### src/rtl/submit_conditioner.sv
// Conditions the raw submit button and guess switches for the game logic:
// two-flop synchronisers, a debounce FSM for the button and a stability filter for the switches.
module submit_conditioner #(
  parameter int SW_WIDTH        = 12,
  parameter int DEBOUNCE_CYCLES = 1000000,
  parameter int HOLD_CYCLES     = 200000000
) (
  input  logic                clk,
  input  logic                reset_n,
  input  logic                btn_submit,
  input  logic [SW_WIDTH-1:0] sw,
  output logic                submit_pulse,
  output logic [SW_WIDTH-1:0] guess,
  output logic                sw_stable,
  output logic                btn_level,
  output logic                long_press_pulse
);

  localparam int DW = $clog2(DEBOUNCE_CYCLES + 1);
  localparam int HW = $clog2(HOLD_CYCLES + 1);
  localparam logic [DW-1:0] DB_MAX    = DW'(DEBOUNCE_CYCLES);
  localparam logic [DW-1:0] DB_LAST   = DW'(DEBOUNCE_CYCLES - 1);
  localparam logic [HW-1:0] HOLD_MAX  = HW'(HOLD_CYCLES);
  localparam logic [HW-1:0] HOLD_LAST = HW'(HOLD_CYCLES - 1);

  typedef enum logic [1:0] {
    IDLE         = 2'd0,
    PRESS_WAIT   = 2'd1,
    PRESSED      = 2'd2,
    RELEASE_WAIT = 2'd3
  } btn_state_e;

  logic                btn_meta, btn_s;
  logic [SW_WIDTH-1:0] sw_meta, sw_s;

  btn_state_e    state, state_next;
  logic [DW-1:0] db_cnt, db_cnt_next;
  logic [HW-1:0] hold_cnt;
  logic          enter_pressed, press_entered;

  logic [SW_WIDTH-1:0] sw_prev;
  logic [DW-1:0]       sw_cnt;
  logic                sw_changed, sw_load, load_pending;

  // Both inputs are asynchronous to clk; the second flop resolves metastability.
  // NOTE: sequential state is always assigned with <= so every flop samples pre-edge values.
  always_ff @(posedge clk) begin
    if (!reset_n) begin
      btn_meta <= 1'b0;
      btn_s    <= 1'b0;
      sw_meta  <= '0;
      sw_s     <= '0;
    end else begin
      btn_meta <= btn_submit;
      btn_s    <= btn_meta;
      sw_meta  <= sw;
      sw_s     <= sw_meta;
    end
  end

  always_ff @(posedge clk) begin
    if (!reset_n) begin
      state  <= IDLE;
      db_cnt <= '0;
    end else begin
      state  <= state_next;
      db_cnt <= db_cnt_next;
    end
  end

  // NOTE: defaults at the top of every combinational block keep it free of inferred latches.
  always_comb begin
    state_next  = state;
    db_cnt_next = db_cnt;
    unique case (state)
      IDLE: begin
        db_cnt_next = '0;
        if (btn_s) begin
          state_next  = PRESS_WAIT;
          db_cnt_next = DW'(1);
        end
      end
      PRESS_WAIT: begin
        if (!btn_s) begin
          state_next  = IDLE;
          db_cnt_next = '0;
        end else if (db_cnt == DB_LAST) begin
          state_next  = PRESSED;
          db_cnt_next = '0;
        end else begin
          db_cnt_next = db_cnt + DW'(1);
        end
      end
      PRESSED: begin
        db_cnt_next = '0;
        if (!btn_s) begin
          state_next  = RELEASE_WAIT;
          db_cnt_next = DW'(1);
        end
      end
      RELEASE_WAIT: begin
        if (btn_s) begin
          state_next  = PRESSED;
          db_cnt_next = '0;
        end else if (db_cnt == DB_LAST) begin
          state_next  = IDLE;
          db_cnt_next = '0;
        end else begin
          db_cnt_next = db_cnt + DW'(1);
        end
      end
      default: begin
        state_next  = IDLE;
        db_cnt_next = '0;
      end
    endcase
  end

  always_comb begin
    btn_level     = (state == PRESSED) || (state == RELEASE_WAIT);
    enter_pressed = (state == PRESS_WAIT) && (state_next == PRESSED);
  end

  // The hold count survives release bounces and only clears once the button is back in IDLE.
  always_ff @(posedge clk) begin
    if (!reset_n) begin
      hold_cnt         <= '0;
      long_press_pulse <= 1'b0;
      press_entered    <= 1'b0;
      submit_pulse     <= 1'b0;
    end else begin
      if (state_next == IDLE) begin
        hold_cnt <= '0;
      end else if (state == PRESSED && hold_cnt != HOLD_MAX) begin
        hold_cnt <= hold_cnt + HW'(1);
      end
      long_press_pulse <= (state == PRESSED) && (hold_cnt == HOLD_LAST);
      press_entered    <= enter_pressed;
      submit_pulse     <= press_entered;
    end
  end

  assign sw_changed = (sw_s != sw_prev);
  assign sw_load    = !sw_changed && (sw_cnt == DB_LAST);
  assign sw_stable  = (sw_cnt == DB_MAX);

  // A load colliding with the submit pulse is replayed next cycle from sw_prev, which still holds it.
  always_ff @(posedge clk) begin
    if (!reset_n) begin
      sw_prev      <= '0;
      sw_cnt       <= '0;
      guess        <= '0;
      load_pending <= 1'b0;
    end else begin
      sw_prev <= sw_s;
      if (sw_changed) begin
        sw_cnt <= '0;
      end else if (sw_cnt != DB_MAX) begin
        sw_cnt <= sw_cnt + DW'(1);
      end
      load_pending <= sw_load && press_entered;
      if (load_pending) begin
        guess <= sw_prev;
      end else if (sw_load && !press_entered) begin
        guess <= sw_s;
      end
    end
  end

endmodule

### config.mk
export PLATFORM = sky130hd
export DESIGN_NAME = submit_conditioner
export DESIGN_NICKNAME = d
export VERILOG_FILES = /design/src/rtl/submit_conditioner.sv
export SDC_FILE = /design/constraint.sdc
export NUM_CORES = 1
export LEC_CHECK = 0
export BUFFER_PORTS_ARGS = -buffer_cell sky130_fd_sc_hd__buf_2
export CORE_ASPECT_RATIO = 0.9
export CORE_MARGIN = 2
export CORE_UTILIZATION = 30
export DETAILED_ROUTE_END_ITERATION = 8
export SETUP_SLACK_MARGIN = 0.02
export SLEW_MARGIN = 15
export SYNTH_ARGS = -nofsm -noshare
export SYNTH_HDL_FRONTEND = slang
export SYNTH_SLANG_ARGS = --single-unit
### constraint.sdc
create_clock -name clk -period 2.2 [get_ports clk]
set_input_delay 0.22 -clock clk [delete_from_list [all_inputs] [get_ports clk]]
set_output_delay 0.22 -clock clk [all_outputs]
set_load 0.03 [all_outputs]
==> impl_summary.txt, run 1 <==
----------------------------------------------------
[Clock tree]
  Number of cells upsized or downsized after cts ... 0
  Clock buffer count from CTS ... 17
  CTS H-Tree Depth ... 4
  TritonCTS clock tree ... built
  Number of buffers inserted to repair setup after CTS ... 0
  Worst-path clk slew ... 0.05 ns
  Clock latency at the later pin of the worst-skew pair ... 0.41 ns
  Post-CTS Hold Fix Bufs ... 0
  CTS root buffer ... sky130_fd_sc_hd__clkbuf_16
  TritonCTS Sinks ... 124
  Longest Clk Path Bufs ... 2

[Synthesis]
  EDFF count, synth ... 0
  Proportion of synthesized area in mux cells ... 0.0268
  Post-Synth Adder-Cell Area ... 0.0120
  Share of flip-flops with an asynchronous set or reset after synthesis ... 0
  Main combinational cell family by area after synthesis ... simple AND/OR/NAND/NOR gates
  Yosys warning total ... 0
  Fraction of the mapped netlist area in compound gates ... 0.0508
  Area share of xor/xnor cells in the synthesized design ... 0.111
  Proportion of synthesized chip area in sequential cells ... 0.475
  Synth cell types ... 46
  Synthesized area ... 5230 um2
  Nets in the synthesized netlist ... 589
  Simple-gate area share of the yosys netlist ... 0.298
  Cells after Synth ... 569
  Number of synthesized register bits ... 124
  Post-Syn Area per Cell ... 9.18 um2
  Prevailing post-synth register cell ... sky130_fd_sc_hd__dfxtp_1

[Pwr]
  Peak ir drop on the vdd network ... 428 uV
  Switch Pwr ... 0.997 mW
  Standby leakage power ... 2.19 nW
  Fraction of power spent switching nets ... 0.187
  Part of the total power dissipated in combinational logic ... 0.018
  Power density normalized to cell area ... 844 nW/um2
  Internal cell power ... 4.33 mW
  Power share of the clock group ... 0.551
  Sequential power share ... 0.431

[Placed design]
  HPWL after detailed placement ... 7110 um
  Cell area reported after detailed placement ... 5680 um2
  Setup Slack @ Placement ... 0.202 ns
  Number of buffers added on ports ... 30
  Final GP Congestion ... 0.815
  Inst Count DP ... 823

[GRT]
  Grt total ovfl ... 0
  First-pass GRT wire length ... 17300 um
  Total routing resource utilization after global routing ... 0.118
  Via count of the first global-routing pass ... 3777
  Number of antenna violations at the first check in global routing ... 0
  Largest net degree at the start of global routing ... 29

[Setup path]
  Signal arrival time at the worst endpoint ... 2.37 ns
  Cells on worst reg2reg path ... 5
  Worst R2R End ... hold_cnt[17]$_SDFFE_PP0P_
  Startpoint of the worst-slack reg-to-reg timing path ... hold_cnt[5]$_SDFFE_PP0P_
  Worst Setup Path Type ... register to register
  CP most frequent cell ... sky130_fd_sc_hd__or3_4
  Slowest cell delay on critical path ... 0.45 ns
  Worst setup startpoint ... hold_cnt[5]$_SDFFE_PP0P_
  Worst-path maximum fanout ... 8
  Critical path launch point type ... register
  Critical path data required time ... 2.54 ns
  Internal reg-to-reg setup slack ... 0.18 ns
  Slowest library cell on the worst path ... sky130_fd_sc_hd__dfxtp_1
  Last element of the critical path ... hold_cnt[17]$_SDFFE_PP0P_
  Category of the worst setup path capture point ... register
  Critical path cell sequence ... nand4_2, or3_4, or3_4, or4_1, a21oi_1

[Final layout]
  Fraction of final layout cells with drive strength greater than 1 ... 0.136
  Area overhead of the layout relative to synthesis ... 20.7%
  Ant. Diodes ... 0
  Final design area excluding fillers ... 6310 um2
  Fill cell total of the finished layout ... 1673
  Final instance count without filler cells ... 854
  Net count of the finished layout ... 627

[Drt]
  WL/cell ... 11.9 um
  Met3 wire length ... 424 um
  Drt via density ... 4.61
  Antenna-violating nets left ... 0
  Number of vias after detailed routing ... 3941
  Wire length on met1 ... 4930 um
  Top Metal Used ... met4
  Iter 0 DRT Violations ... 161
  Wire length on met2 ... 4610 um
  Post-route DRC ... 0
  Count of TritonRoute iterations in the first routing pass ... 4
  Aggregate routed wire length ... 10100 um

[Hold path]
  Worst min-delay path category ... input pin to register

[Floorplan]
  Standard cell core area ... 16900 um2
  Starting utilization of the core area ... 0.308
  Vertical die dimension ... 129 um
  Count of standard-cell rows ... 45
  DIE AREA ... 18500 um2
  Width of the die ... 143 um
  I/O Pins ... 31

[Timing]
  Hold violation count in the final report ... 0
  Final setup slack of the worst path ... 0.177 ns
  Final setup TNS ... 0 ns
  Final setup vio count ... 0
  Final Critical Period ... 2.02 ns
  Worst rel slew slack ... 0.577
  Hold slack final ... 0.0190 ns
  Worst Tran Pin Value ... 0.633 ns
  FMAX ... 494 MHz
  Max-slew violation count ... 0
  Share of the cycle needed by the critical path after routing ... 0.919
  Setup Skew ... 0.00800 ns
  Unrepaired setup endpoints after global routing ... false

[Run]
  Max-Cap Viols ... 0

[Outcome]
  Run status ... completed

----------------------------------------------------
final cells by class:
class                   instances  area [um2]  share of cell area
clock buffers                  24         492              0.0779
clock inverters                 7         135              0.0214
inverters                      11        41.3             0.00654
multi-input cells             410        2610               0.413
flip-flops and latches        124        2480               0.393
well taps                     235         294              0.0466
repair buffers                 43         260              0.0412
power by group through the flow:
stage	Combinational [mW]	Sequential (mW)	Clock, mW
6_report	0.0951	2.30	2.93
5_1_grt	0.108	2.30	3.11
4_1_cts	0.0983	2.30	3.00
3_5_place_dp	0.0979	2.34	0
3_3_place_gp	0.0960	2.34	0
2_1_floorplan	0.0679	2.34	0
cells by family (layout without fill, tap and decap cells):
group | count (synthesis) | count (layout)
simple gates | 287 | 287
flops | 124 | 124
xor+xnor | 66 | 66
compound gates | 38 | 38
buf+inv | 35 | 85
mux | 14 | 14
fa+ha+maj | 5 | 5
cells in the mapped netlist, types with 2 or more instances:
| cell | count | area, um2 |
|---|---|---|
| sky130_fd_sc_hd__a21oi_1 | 12 | 60.1 |
| sky130_fd_sc_hd__and2_1 | 41 | 257 |
| sky130_fd_sc_hd__and3_1 | 11 | 68.8 |
| sky130_fd_sc_hd__and4_1 | 7 | 61.3 |
| sky130_fd_sc_hd__and4b_1 | 2 | 20.0 |
| sky130_fd_sc_hd__buf_2 | 4 | 20.0 |
| sky130_fd_sc_hd__clkbuf_1 | 17 | 63.8 |
| sky130_fd_sc_hd__dfxtp_1 | 124 | 2480 |
| sky130_fd_sc_hd__ha_1 | 5 | 62.6 |
| sky130_fd_sc_hd__inv_1 | 11 | 41.3 |
| sky130_fd_sc_hd__mux2i_1 | 14 | 140 |
| sky130_fd_sc_hd__nand2_1 | 37 | 139 |
| sky130_fd_sc_hd__nand2b_1 | 15 | 93.8 |
| sky130_fd_sc_hd__nand3_1 | 21 | 105 |
| sky130_fd_sc_hd__nand3b_1 | 2 | 15.0 |
| sky130_fd_sc_hd__nand4_1 | 22 | 138 |
| sky130_fd_sc_hd__nor2_1 | 73 | 274 |
| sky130_fd_sc_hd__nor3_1 | 17 | 85.1 |
| sky130_fd_sc_hd__nor4_1 | 10 | 62.6 |
| sky130_fd_sc_hd__nor4b_1 | 2 | 17.5 |
| sky130_fd_sc_hd__nor4bb_1 | 2 | 20.0 |
| sky130_fd_sc_hd__o211ai_1 | 12 | 90.1 |
| sky130_fd_sc_hd__o21ai_0 | 5 | 25.0 |
| sky130_fd_sc_hd__o31ai_1 | 4 | 30.0 |
| sky130_fd_sc_hd__or2_2 | 3 | 18.8 |
| sky130_fd_sc_hd__or3_1 | 6 | 37.5 |
| sky130_fd_sc_hd__or3_4 | 2 | 22.5 |
| sky130_fd_sc_hd__or4_1 | 5 | 37.5 |
| sky130_fd_sc_hd__or4b_2 | 2 | 20.0 |
| sky130_fd_sc_hd__xnor2_1 | 45 | 394 |
| sky130_fd_sc_hd__xor2_1 | 21 | 184 |
worst min path at each step:
stage | slack [ns] | endpoint | depth (start not counted) | startpoint
2_1_floorplan | 0.35 | btn_meta$_SDFF_PN0_ | 1 | btn_submit
3_3_place_gp | 0.42 | sw_s[10]$_SDFF_PN0_ | 1 | sw_meta[10]$_SDFF_PN0_
3_5_place_dp | 0.43 | sw_s[10]$_SDFF_PN0_ | 1 | sw_meta[10]$_SDFF_PN0_
4_1_cts | 0.0003 | sw_meta[9]$_SDFF_PN0_ | 2 | sw[9]
5_1_grt | 0.008 | sw_meta[3]$_SDFF_PN0_ | 2 | sw[3]
6_report | 0.02 | sw_meta[9]$_SDFF_PN0_ | 2 | sw[9]
stage by stage:
step / total power, mW / utilization
finish: 5.33 / 0.372
global route: 5.51 / 0.372
CTS: 5.39 / 0.372
detailed placement: 2.44 / 0.335
global placement: 2.44 / 0.335
floorplan: 2.41 / -
per-layer routing:
layer | track usage | vias up
li1 | - | 2032
met1 | 0.142 | 1838
met3 | 0.0466 | 15
met4 | 0.0530 | 0
met5 | 0 | -
met2 | 0.186 | 56
flip-flops by register name, indices dropped and copies added, names as in the netlist:
register,flops
btn_meta,1
btn_s,1
db_cnt,20
guess,12
hold_cnt,28
load_pending,1
long_press_pulse,1
press_entered,1
state,2
submit_pulse,1
sw_cnt,20
sw_meta,12
sw_prev,12
sw_s,12
worst max-delay path: cells and delay by family (launching register included):
family / cells / cell delay [ns]
AND/OR/NAND/NOR: 4 / 1.37
flip-flops: 1 / 0.45
AO/OA/AOI/OAI: 1 / 0.14
cell usage in the layout, fill, tap and decap left out, types with 2 or more instances in the layout:
| master | count |
|---|---|
| sky130_fd_sc_hd__and3_1 | 11 |
| sky130_fd_sc_hd__o211ai_1 | 12 |
| sky130_fd_sc_hd__nand2_1 | 37 |
| sky130_fd_sc_hd__or4_1 | 5 |
| sky130_fd_sc_hd__a21oi_1 | 12 |
| sky130_fd_sc_hd__or2_2 | 3 |
| sky130_fd_sc_hd__inv_1 | 11 |
| sky130_fd_sc_hd__nor3_1 | 17 |
| sky130_fd_sc_hd__or3_1 | 6 |
| sky130_fd_sc_hd__buf_4 | 12 |
| sky130_fd_sc_hd__o21ai_0 | 5 |
| sky130_fd_sc_hd__nand4_1 | 22 |
| sky130_fd_sc_hd__clkbuf_16 | 17 |
| sky130_fd_sc_hd__and4b_1 | 2 |
| sky130_fd_sc_hd__and4_1 | 7 |
| sky130_fd_sc_hd__or3_4 | 2 |
| sky130_fd_sc_hd__clkbuf_8 | 4 |
| sky130_fd_sc_hd__nand3b_1 | 2 |
| sky130_fd_sc_hd__clkbuf_1 | 3 |
| sky130_fd_sc_hd__xnor2_1 | 45 |
| sky130_fd_sc_hd__clkinv_2 | 3 |
| sky130_fd_sc_hd__nand3_1 | 21 |
| sky130_fd_sc_hd__nand2b_1 | 15 |
| sky130_fd_sc_hd__nor4_1 | 10 |
| sky130_fd_sc_hd__nor4bb_1 | 2 |
| sky130_fd_sc_hd__dfxtp_1 | 124 |
| sky130_fd_sc_hd__or4b_2 | 2 |
| sky130_fd_sc_hd__mux2i_1 | 14 |
| sky130_fd_sc_hd__and2_1 | 41 |
| sky130_fd_sc_hd__o31ai_1 | 4 |
| sky130_fd_sc_hd__nor2_1 | 72 |
| sky130_fd_sc_hd__bufinv_16 | 4 |
| sky130_fd_sc_hd__ha_1 | 5 |
| sky130_fd_sc_hd__nor4b_1 | 2 |
| sky130_fd_sc_hd__xor2_1 | 21 |
| sky130_fd_sc_hd__buf_2 | 30 |
No activity file was read; power rests on OpenSTA's default activity.
==> inputs of run 2 (changes only) <==
--- a/config.mk
+++ b/config.mk
@@ -10,6 +10,7 @@
 export CORE_MARGIN = 2
 export CORE_UTILIZATION = 30
 export DETAILED_ROUTE_END_ITERATION = 8
+export PLACE_DENSITY = 0.46
 export SETUP_SLACK_MARGIN = 0.02
 export SLEW_MARGIN = 15
 export SYNTH_ARGS = -nofsm -noshare
==> run 2 against run 1 <==
Register-to-register slack lost 0.03 ns. Non-clock buffer count grew 6. Count of clock-buffer cells in the layout shrank 5. Wire length grew 2.1%. Flip-flop and latch count is the same. Highest routed layer unchanged. Worst setup slack lost 0.028 ns. Sequential share of layout area shrank 0.12 points. Combinational power grew 6%.
==> impl_summary.txt, run 2 (synthesized netlist as in run 1, its figures left out) <==
----------------------------------------------------
[Setup path]
  Worst Setup Path Type ... register to register
  Cells on worst reg2reg path ... 6
  Internal reg-to-reg setup slack ... 0.15 ns
  Worst-path maximum fanout ... 14
  Category of the worst setup path capture point ... register
  Slowest library cell on the worst path ... sky130_fd_sc_hd__or4_4
  Count of buffer and inverter cells on the critical path ... 1
  Signal arrival time at the worst endpoint ... 2.36 ns
  Family of cells with the greatest summed delay on the critical path ... simple AND/OR/NAND/NOR gates
  Slowest cell delay on critical path ... 0.54 ns
  Critical path data required time ... 2.51 ns
  Worst R2R End ... hold_cnt[1]$_SDFFE_PP0P_
  Critical path launch point type ... register
  Critical path cell sequence ... nand4_1, or4_4, o41ai_4, buf_4, mux2i_1, nor2_1
  Count of cell instances traversed by the critical path ... 6
  Startpoint of the worst-slack reg-to-reg timing path ... hold_cnt[23]$_SDFFE_PP0P_
  Last element of the critical path ... hold_cnt[1]$_SDFFE_PP0P_
  Worst setup startpoint ... hold_cnt[23]$_SDFFE_PP0P_

[Timing]
  Final Critical Period ... 2.05 ns
  Final setup TNS ... 0 ns
  Final setup vio count ... 0
  Unrepaired setup endpoints after global routing ... false
  Setup Skew ... 0.00834 ns
  Hold slack final ... 0.0179 ns
  Worst Tran Pin Value ... 0.539 ns
  Worst rel slew slack ... 0.637
  Hold violation count in the final report ... 0
  Share of the cycle needed by the critical path after routing ... 0.932
  FMAX ... 488 MHz
  Max-slew violation count ... 0

[Pwr]
  Peak ir drop on the vdd network ... 488 uV
  Power share of the clock group ... 0.533
  Sequential power share ... 0.447
  Standby leakage power ... 2.17 nW
  Internal cell power ... 4.02 mW
  Part of the total power dissipated in combinational logic ... 0.020
  Power density normalized to cell area ... 811 nW/um2
  Fraction of power spent switching nets ... 0.216
  Switch Pwr ... 1.11 mW

[Floorplan]
  Width of the die ... 143 um
  Count of standard-cell rows ... 45
  DIE AREA ... 18500 um2
  Starting utilization of the core area ... 0.308
  Vertical die dimension ... 129 um
  Standard cell core area ... 16900 um2
  I/O Pins ... 31

[Drt]
  Iter 0 DRT Violations ... 145
  Post-route DRC ... 0
  Number of vias after detailed routing ... 3910
  Antenna-violating nets left ... 0
  Count of TritonRoute iterations in the first routing pass ... 4
  Drt via density ... 4.55
  Aggregate routed wire length ... 10300 um
  WL/cell ... 12.0 um

[Final layout]
  Largest reg by FF count ... hold_cnt
  Commonest cells after routing, fill and taps aside ... sky130_fd_sc_hd__dfxtp_1, sky130_fd_sc_hd__nor2_1, sky130_fd_sc_hd__xnor2_1
  Ant. Diodes ... 0
  Net count of the finished layout ... 633
  Fraction of final layout cells with drive strength greater than 1 ... 0.144
  Fill cell total of the finished layout ... 1698
  Final instance count without filler cells ... 860
  Share of the core filled with cells ... 0.373
  Flip-flop count of the largest register after layout ... 28
  Largest registers ... hold_cnt (28), db_cnt (20), sw_cnt (20)
  Area overhead of the layout relative to synthesis ... 21.1%
  Most common cell after layout, fill and taps aside ... sky130_fd_sc_hd__dfxtp_1
  Final design area excluding fillers ... 6330 um2

[Placed design]
  Inst Count DP ... 825
  HPWL after detailed placement ... 7220 um
  Cell area reported after detailed placement ... 5700 um2
  Final GP Congestion ... 0.758
  Number of buffers added on ports ... 30

[GRT]
  Via count of the first global-routing pass ... 3739
  First-pass GRT wire length ... 17800 um
  Grt total ovfl ... 0
  Largest net degree at the start of global routing ... 35
  Total routing resource utilization after global routing ... 0.122
  Number of antenna violations at the first check in global routing ... 0

[Clock tree]
  Longest Clk Path Bufs ... 2
  CTS root buffer ... sky130_fd_sc_hd__clkbuf_16
  TritonCTS Sinks ... 124
  Clock latency at the later pin of the worst-skew pair ... 0.42 ns
  TritonCTS clock tree ... built
  CTS H-Tree Depth ... 4
  Worst-path clk slew ... 0.06 ns
  Clock buffer count from CTS ... 17

[Outcome]
  Run status ... completed

[Hold path]
  Worst min-delay path category ... input pin to register

[Run]
  Max-Cap Viols ... 0

----------------------------------------------------
-- run 2: cell count changes in the layout (fill, tap and decap cells not counted), sizes merged --
cell	before	now
clkinvlp	0	7
clkbuf	24	19
buf	43	46
dlygate4sd3	0	3
bufinv	4	2
clkinv	3	1
inv	11	13
-- run 2: worst min path at each step --
| stage | startpoint | depth (start not counted) | to |
|---|---|---|---|
| after floorplan | btn_submit | 1 | btn_meta$_SDFF_PN0_ |
| final | sw[5] | 2 | sw_meta[5]$_SDFF_PN0_ |
| after detailed placement | sw_meta[4]$_SDFF_PN0_ | 1 | sw_s[4]$_SDFF_PN0_ |
| after global routing | sw[6] | 2 | sw_meta[6]$_SDFF_PN0_ |
| after global placement | sw_meta[11]$_SDFF_PN0_ | 1 | sw_s[11]$_SDFF_PN0_ |
| after CTS | sw[5] | 2 | sw_meta[5]$_SDFF_PN0_ |
-- run 2: layout make-up --
| class | instances | area [um2] | share of cell area |
|---|---|---|---|
| clock buffers | 19 | 443 | 0.0700 |
| clock inverters | 12 | 139 | 0.0219 |
| multi-input cells | 410 | 2620 | 0.413 |
| inverters | 11 | 41.3 | 0.00652 |
| well taps | 235 | 294 | 0.0465 |
| repair buffers | 49 | 313 | 0.0494 |
| flip-flops and latches | 124 | 2480 | 0.392 |
-- run 2: per-layer routing --
layer  GRT usage  up-vias  wire (um)
met4      0.0501        0        149
li1            -     2037          -
met3      0.0447       14        390
met1       0.160     1817       5310
met2       0.180       42       4490
met5           0        -          0
-- run 2: metrics by stage --
| stage | setup WS [ns] | power (mW) |
|---|---|---|
| floorplan | 0.279 | 2.41 |
| global placement | 0.215 | 2.44 |
| detailed placement | 0.165 | 2.44 |
| CTS | 0.0583 | 5.21 |
| global route | 0.0287 | 5.32 |
| finish | 0.149 | 5.13 |
-- run 2: worst reg2reg max path: stages (launching register included) --
cell and delay (ns):
sky130_fd_sc_hd__dfxtp_1 0.39, sky130_fd_sc_hd__nand4_1 0.19, sky130_fd_sc_hd__or4_4 0.54, sky130_fd_sc_hd__o41ai_4 0.32
sky130_fd_sc_hd__buf_4 0.24, sky130_fd_sc_hd__mux2i_1 0.21, sky130_fd_sc_hd__nor2_1 0.05
-- run 2: power groups by stage --
stage	logic (mW)	clock network, mW	registers, mW
3_5_place_dp	0.100	0	2.34
2_1_floorplan	0.0679	0	2.34
4_1_cts	0.104	2.81	2.29
5_1_grt	0.115	2.90	2.30
3_3_place_gp	0.0990	0	2.34
6_report	0.101	2.74	2.29
-- run 2: what timing repair did --
action | 4_1_cts | 5_1_grt
setup endpoints to repair | 1 | 1
hold endpoints to repair | 3 | 0
hold buffers | 3 | 0
resized for setup | 1 | 2
pin swaps | 0 | 1
setup buffers | 0 | 1
cloned | 0 | 0
